**src/rtl/comptador_descendent_8_bits.sv**
```systemverilog
// Loadable down-counter / countdown timer with one-cycle terminal pulse.
// Define AUTO_RELOAD_EN to make DONE reload the last start value (periodic timer).
module comptador_descendent_8_bits #(
   parameter int WIDTH = 8
) (
   input  logic             clk,
   input  logic             rst,
   input  logic             en,
   input  logic             load,
   input  logic [WIDTH-1:0] load_val,
   output logic [WIDTH-1:0] out,
   output logic             zero,
   output logic             done,
   output logic             busy
);

   typedef enum logic [1:0] {
      IDLE = 2'd0,
      RUN  = 2'd1,
      DONE = 2'd2
   } state_t;

   localparam logic [WIDTH-1:0] CNT_ZERO = {WIDTH{1'b0}};
   localparam logic [WIDTH-1:0] CNT_ONE  = {{(WIDTH-1){1'b0}}, 1'b1};

   state_t           state_r;
   state_t           state_s;
   logic [WIDTH-1:0] count_r;
   logic [WIDTH-1:0] count_s;
   logic [WIDTH-1:0] reload_r;
   logic [WIDTH-1:0] reload_s;
   logic             done_r;
   logic             busy_r;

   // Next-state and next-count selection; load always wins over en.
   always_comb begin
      state_s  = state_r;
      count_s  = count_r;
      reload_s = reload_r;
      case (state_r)
         IDLE: begin
            if (load) begin
               count_s  = load_val;
               reload_s = load_val;
               state_s  = (load_val != CNT_ZERO) ? RUN : DONE;
            end else begin
               state_s = IDLE;
            end
         end
         RUN: begin
            if (load) begin
               count_s  = load_val;
               reload_s = load_val;
               state_s  = (load_val != CNT_ZERO) ? RUN : DONE;
            end else if (en) begin
               // Terminate on 1 so the decrement can never wrap below zero.
               if (count_r > CNT_ONE) begin
                  count_s = count_r - CNT_ONE;
               end else begin
                  count_s = CNT_ZERO;
                  state_s = DONE;
               end
            end else begin
               state_s = RUN;
            end
         end
         DONE: begin
            if (load) begin
               count_s  = load_val;
               reload_s = load_val;
               state_s  = (load_val != CNT_ZERO) ? RUN : DONE;
            end else begin
`ifdef AUTO_RELOAD_EN
               if (reload_r != CNT_ZERO) begin
                  count_s = reload_r;
                  state_s = RUN;
               end else begin
                  count_s = CNT_ZERO;
                  state_s = IDLE;
               end
`else
               count_s = CNT_ZERO;
               state_s = IDLE;
`endif
            end
         end
         default: begin
            count_s = CNT_ZERO;
            state_s = IDLE;
         end
      endcase
   end

   // State, count and decoded status registers; rst aborts without a done pulse.
   always_ff @(posedge clk) begin
      if (rst) begin
         state_r  <= IDLE;
         count_r  <= CNT_ZERO;
         reload_r <= CNT_ZERO;
         done_r   <= 1'b0;
         busy_r   <= 1'b0;
      end else begin
         state_r  <= state_s;
         count_r  <= count_s;
         reload_r <= reload_s;
         done_r   <= (state_s == DONE);
         busy_r   <= (state_s == RUN);
      end
   end

   assign out  = count_r;
   assign zero = (count_r == CNT_ZERO);
   assign done = done_r;
   assign busy = busy_r;

endmodule
```
**config.mk**
```make
export PLATFORM = sky130hd
export DESIGN_NAME = comptador_descendent_8_bits
export DESIGN_NICKNAME = d
export VERILOG_FILES = /design/src/rtl/comptador_descendent_8_bits.sv
export SDC_FILE = /design/constraint.sdc
export NUM_CORES = 1
export LEC_CHECK = 0
export BUFFER_PORTS_ARGS = -buffer_cell sky130_fd_sc_hd__buf_2
export CAP_MARGIN = 40
export CORE_MARGIN = 2
export CORE_UTILIZATION = 50
export CTS_BUF_LIST = sky130_fd_sc_hd__clkbuf_2
export CTS_CLUSTER_DIAMETER = 80
export CTS_CLUSTER_SIZE = 40
export DETAILED_ROUTE_END_ITERATION = 6
export PLACE_DENSITY = 0.77
export SYNTH_ARGS = -nofsm -noshare
export SYNTH_HDL_FRONTEND = slang
export SYNTH_SLANG_ARGS = --single-unit
```
**constraint.sdc**
```tcl
create_clock -name clk -period 2.06 [get_ports clk]
set_input_delay 0.103 -clock clk [delete_from_list [all_inputs] [get_ports clk]]
set_output_delay 0.103 -clock clk [all_outputs]
set_load 0.005 [all_outputs]
```
=== Word level (Yosys, flattened, before mapping) ===
Cells that the tools add are included.

* Bits in registers: 12
* Latch bits: 0
* Memory bits (writable): 0
* Memory bits (read-only): 0
* Input bits: 12
* Memories kept: 0

* Add/sub/neg operators: 1
* Multipliers: 0
* Div/mod/pow operators: 0
* $lt $le $gt $ge: 1
* Equality and inequality tests: 6
* Shifts and indexed selects: 0
* Mux-type cells: 12
* Bitwise logic cells: 0
* Reduce and logical (&&, ||, !) cells: 5

{| class="wikitable"
|+ Operators with widths
! operator !! number
|-
| $mux 8 || 5
|-
| $pmux 8 s3 || 1
|-
| $mux 2 || 5
|-
| $gt 8x1->1 const B || 1
|-
| $logic_not 8->1 || 1
|-
| $reduce_bool 8->1 || 1
|-
| $sub 8x1->8 const B || 1
|-
| $eq 2x1->1 const B || 2
|-
| $eq 2x2->1 const B || 2
|-
| $pmux 2 s2 || 1
|-
| $ne 3x3->1 const B || 1
|-
| $logic_not 2->1 || 1
|-
| $ne 2x2->1 const B || 1
|-
| $reduce_and 2->1 || 1
|-
| $reduce_or 2->1 || 1
|}

=== Longest topological paths before layout ===
* Depth after elaboration: 6
* Gate-level depth with buffers: 6
* Gate-level depth less buffers: 6

=== Worst setup path before layout ===
No wires, ideal clock.

* Kind: register to register
* Start point: register count_r[4], in the netlist out[4]
* End point: register count_r[3], in the netlist out[3]
* Setup time: 0.117 ns
* Arrival: 1.713 ns
* Slack: 0.229 ns
* Stages on the path, launching flop included: 6
* Path buffers: 1
* Period minus slack after synthesis: 1.831 ns
* Cells stage by stage: dfxtp_1 buf_6 or4_4 o31ai_4 o21ai_1 a32o_1

* Longest elaborated chain between the ends: 5

{| class="wikitable"
|+ RTL lines
! item !! RTL line !! RTL
|-
| start, declared || 28 || <nowiki>logic [WIDTH-1:0] count_r;</nowiki>
|-
| start signal, assigned || 104 || <nowiki>count_r <= count_s;</nowiki>
|-
| $gt 8x1->1 || 57 || <nowiki>if (count_r > CNT_ONE) begin</nowiki>
|-
| $mux 8 || 57 ||
|-
| $mux 8 || 55 || <nowiki>end else if (en) begin</nowiki>
|-
| $mux 8 || 51 || <nowiki>if (load) begin</nowiki>
|-
| $pmux 8 s3 || 40 || <nowiki>case (state_r)</nowiki>
|}

No other way between the ends. The select of a mux whose other input is x is not followed.
A chain may end at the register's enable or synchronous reset.

=== Final worst setup path ===
* Start point: register count_r[3], in the netlist out[3]
* End point: register count_r[3], in the netlist out[3]

* Longest elaborated chain between the ends: 5
* Elaborated cells between the ends (all ways): 6
* Those cells by class: add/sub (1); order compare (1); mux (4)

{| class="wikitable"
|+ RTL lines
! item !! RTL line
|-
| $sub 8x1->8 / $gt 8x1->1 (equally long branches) || 58, 57
|-
| $mux 8 (*) || 57
|-
| $mux 8 (*) || 55
|-
| $mux 8 (*) || 51
|-
| $pmux 8 s3 (*) || 40
|}

Mark *: on every way between the ends. The rest lies on a longest branch, timed or not. The select of a mux whose other input is x is not followed.

==> flow_metrics.tcl <==
set metrics [dict create \
    grt_pass1_vias 772 \
    ant_nets 0 \
    die_area_sq_um 1946 \
    die_w_microns 44.11 \
    post_cts_buffers 0 \
    multi_input_area_sq_um 525.5 \
    hold_viol 0 \
    slew_headroom 0.6484 \
    start_util 0.5341 \
    final_common_cell "buf_2" \
    final_cell_mix "buf_2, dfxtp_1, a21oi_1, nor2_1, nor2b_1" \
    clkTransAtPathRegs_ns 0.12 \
    pwr-share-comb 0.339 \
    drive_gt1_frac 0.2845 \
    status "completed" \
    power_frac_clock 0.198 \
    finalCritPeriodShare 0.9492 \
    grt_max_degree 13 \
    ys_ff_latch 12 \
    grt_setup_unrepaired "false" \
    period_needed_ns 1.955 \
    timing.fmax_mhz 511.4 \
    cts_buffers 3 \
    firstDrtPassIters 5 \
    cts_root_buf "clkbuf_2" \
    port_buffers 22 \
    io_pins 23 \
    leakage_uw 0.0004302 \
    tightest_slew_ns 0.5273 \
    antenna_found_initial 0 \
    post_drt_wl_per_cell_microns 16.37 \
    ff_latch_area_sq_um 240.2 \
    viasPerCell 6.280 \
    clock_latency_ns 0.27 \
    synth_area_leader_cell "dfxtp_1" \
    cts.path.max_buffers 2 \
    grt_pass1_wl_microns 3519 \
    num-nets-final 133 \
    overflow 0 \
    criticalPathCategory "flip-flop to flip-flop" \
    pwr-share-seq 0.463 \
    finClkSkew_ns 0.008930 \
    synth_top_area_frac 0.2986 \
    cp_max_fo 8 \
    final_core_util 0.6296 \
    drv_cap 0 \
    slew_viol_final 0 \
    area_growth_syn_to_layout_pct 17.88 \
    cts_resized 0 \
    syn_area_sq_um 804.5 \
    p_per_area_nw_per_um2 619.7 \
    cts.htree.levels 1 \
    synthCells 92 \
    avgSynthCellArea_sq_um 8.745 \
    ys_warn_count 0 \
    setup_viol 0 \
    critPathLaunchType "flip-flop" \
    fin_setup_tns_ns 0 \
    die_h_microns 44.11 \
    ys_seq_area_frac 0.2986 \
    gp_congestion 0.9015 \
    min_path_type "input pin to flip-flop" \
    diodes 0 \
    vias 829 \
    internal_power_uw 379.8 \
    required_ns 2.24 \
    p_switching_uw 208.0 \
    fillers 138 \
    grt.total_usage 0.2458 \
    hpwl_microns 1580 \
    rows 14 \
    syn_nets 107 \
    holdBufCountCts 0 \
    peakVddDrop_v 0.0003263 \
    worst_ep_arrival_time_ns 2.13 \
    cts_num_sinks 12 \
    core-area_sq_um 1506 \
    drt-total-wl_microns 2161 \
    cts_tree "done" \
    drtIter0Drc 28 \
    remaining_drc_errors 0 \
    switching_share 0.3538 \
    ys_top_cells_by_area "dfxtp_1, ha_1, nor2b_1, o211a_1, a32oi_1" \
    endpoint_kind "flip-flop" \
    synth.distinct_cells 42 \
]
==> worst max-delay path, stage by stage (launching register included) <==
cell     delay, ns
dfxtp_1       0.40
or4_4         0.60
o31ai_4       0.46
o21ai_1       0.13
a32o_1        0.27
==> metrics by stage <==
| step | hold WS, ns | area [sq um] | power [uW] | instances | setup WS (ns) |
|---|---|---|---|---|---|
| floorplan | 0.2038 | 804.5 | 404.4 | 92 | 0.2293 |
| global placement | 0.3629 | 933.4 | 467.4 | 129 | 0.1875 |
| detailed placement | 0.3677 | 933.4 | 471.4 | 129 | 0.1444 |
| CTS | 0.08384 | 948.4 | 587.7 | 132 | 0.1248 |
| global route | 0.1128 | 948.4 | 622.1 | 132 | 0.03876 |
| finish | 0.08440 | 948.4 | 587.7 | 132 | 0.1046 |
==> logic make-up (layout without fill, tap and decap cells) <==
family	after synthesis	in the layout	synth area share
DFF	12	12	0.2986
adders and majority gates	3	3	0.04666
AOI/OAI and AO/OA	36	36	0.3655
buffers and inverters	8	32	0.04820
and+or+nand+nor	33	33	0.2411
==> layer usage <==
layer	track usage	wire, microns	vias up
met4	0.05455	10	0
li1	-	-	408
met2	0.4118	1024	38
met5	0	0	-
met3	0.06939	174	2
met1	0.3133	952	381
==> final timing paths <==
kind                       start                   to  slack, ns  depth (start not counted)
max          out[3]$_SDFFE_PP0P_  out[3]$_SDFFE_PP0P_       0.10                          4
min                  load_val[6]  out[6]$_SDFFE_PP0P_       0.08                          2
max reg2reg  out[3]$_SDFFE_PP0P_  out[3]$_SDFFE_PP0P_       0.10                          4
min reg2reg  out[1]$_SDFFE_PP0P_  out[1]$_SDFFE_PP0P_       0.57                          2
==> state kept, by name, summed over array words and instances, names as in the netlist <==
register and cells:
state_r 2, busy 1, out 8, done 1
==> area by class of cell <==
class | count | area share
Multi-Input combinational cell | 72 | 0.5541
Timing Repair Buffer | 25 | 0.1398
Tap cell | 16 | 0.02111
Sequential cell | 12 | 0.2533
Clock buffer | 3 | 0.01583
Inverter | 4 | 0.01583
==> cells in the mapped netlist, drive strengths merged <==
master and instances:
nand4b 1, a21oi 6, or2 1, nand3 2, nor4 2, a21boi 1, o2111ai 1, o2bb2ai 3
o21ai 4, or3b 1, a22o 1, and3 1, a211oi 1, nand4 1, a311o 1, nor3b 2
nor3 4, nor2b 5, o31ai 3, inv 4, a211o 2, nand2 2, and2 2, dfxtp 12
a2bb2oi 1, or4 1, o21bai 1, a32o 2, o41ai 2, a32oi 3, buf 2, nor2 5
nand2b 2, o211a 3, ha 3, or3 1, o21a 1, clkbuf 2
==> power by group through the flow <==
| stage | sequential [uW] | combinational [uW] | clock (uW) |
|---|---|---|---|
| floorplan | 272 | 132 | 0 |
| global placement | 276 | 191 | 0 |
| detailed placement | 277 | 194 | 0 |
| CTS | 272 | 196 | 119 |
| global route | 276 | 215 | 130 |
| finish | 272 | 199 | 116 |
Note: power is estimated with default switching activity, not from simulation.
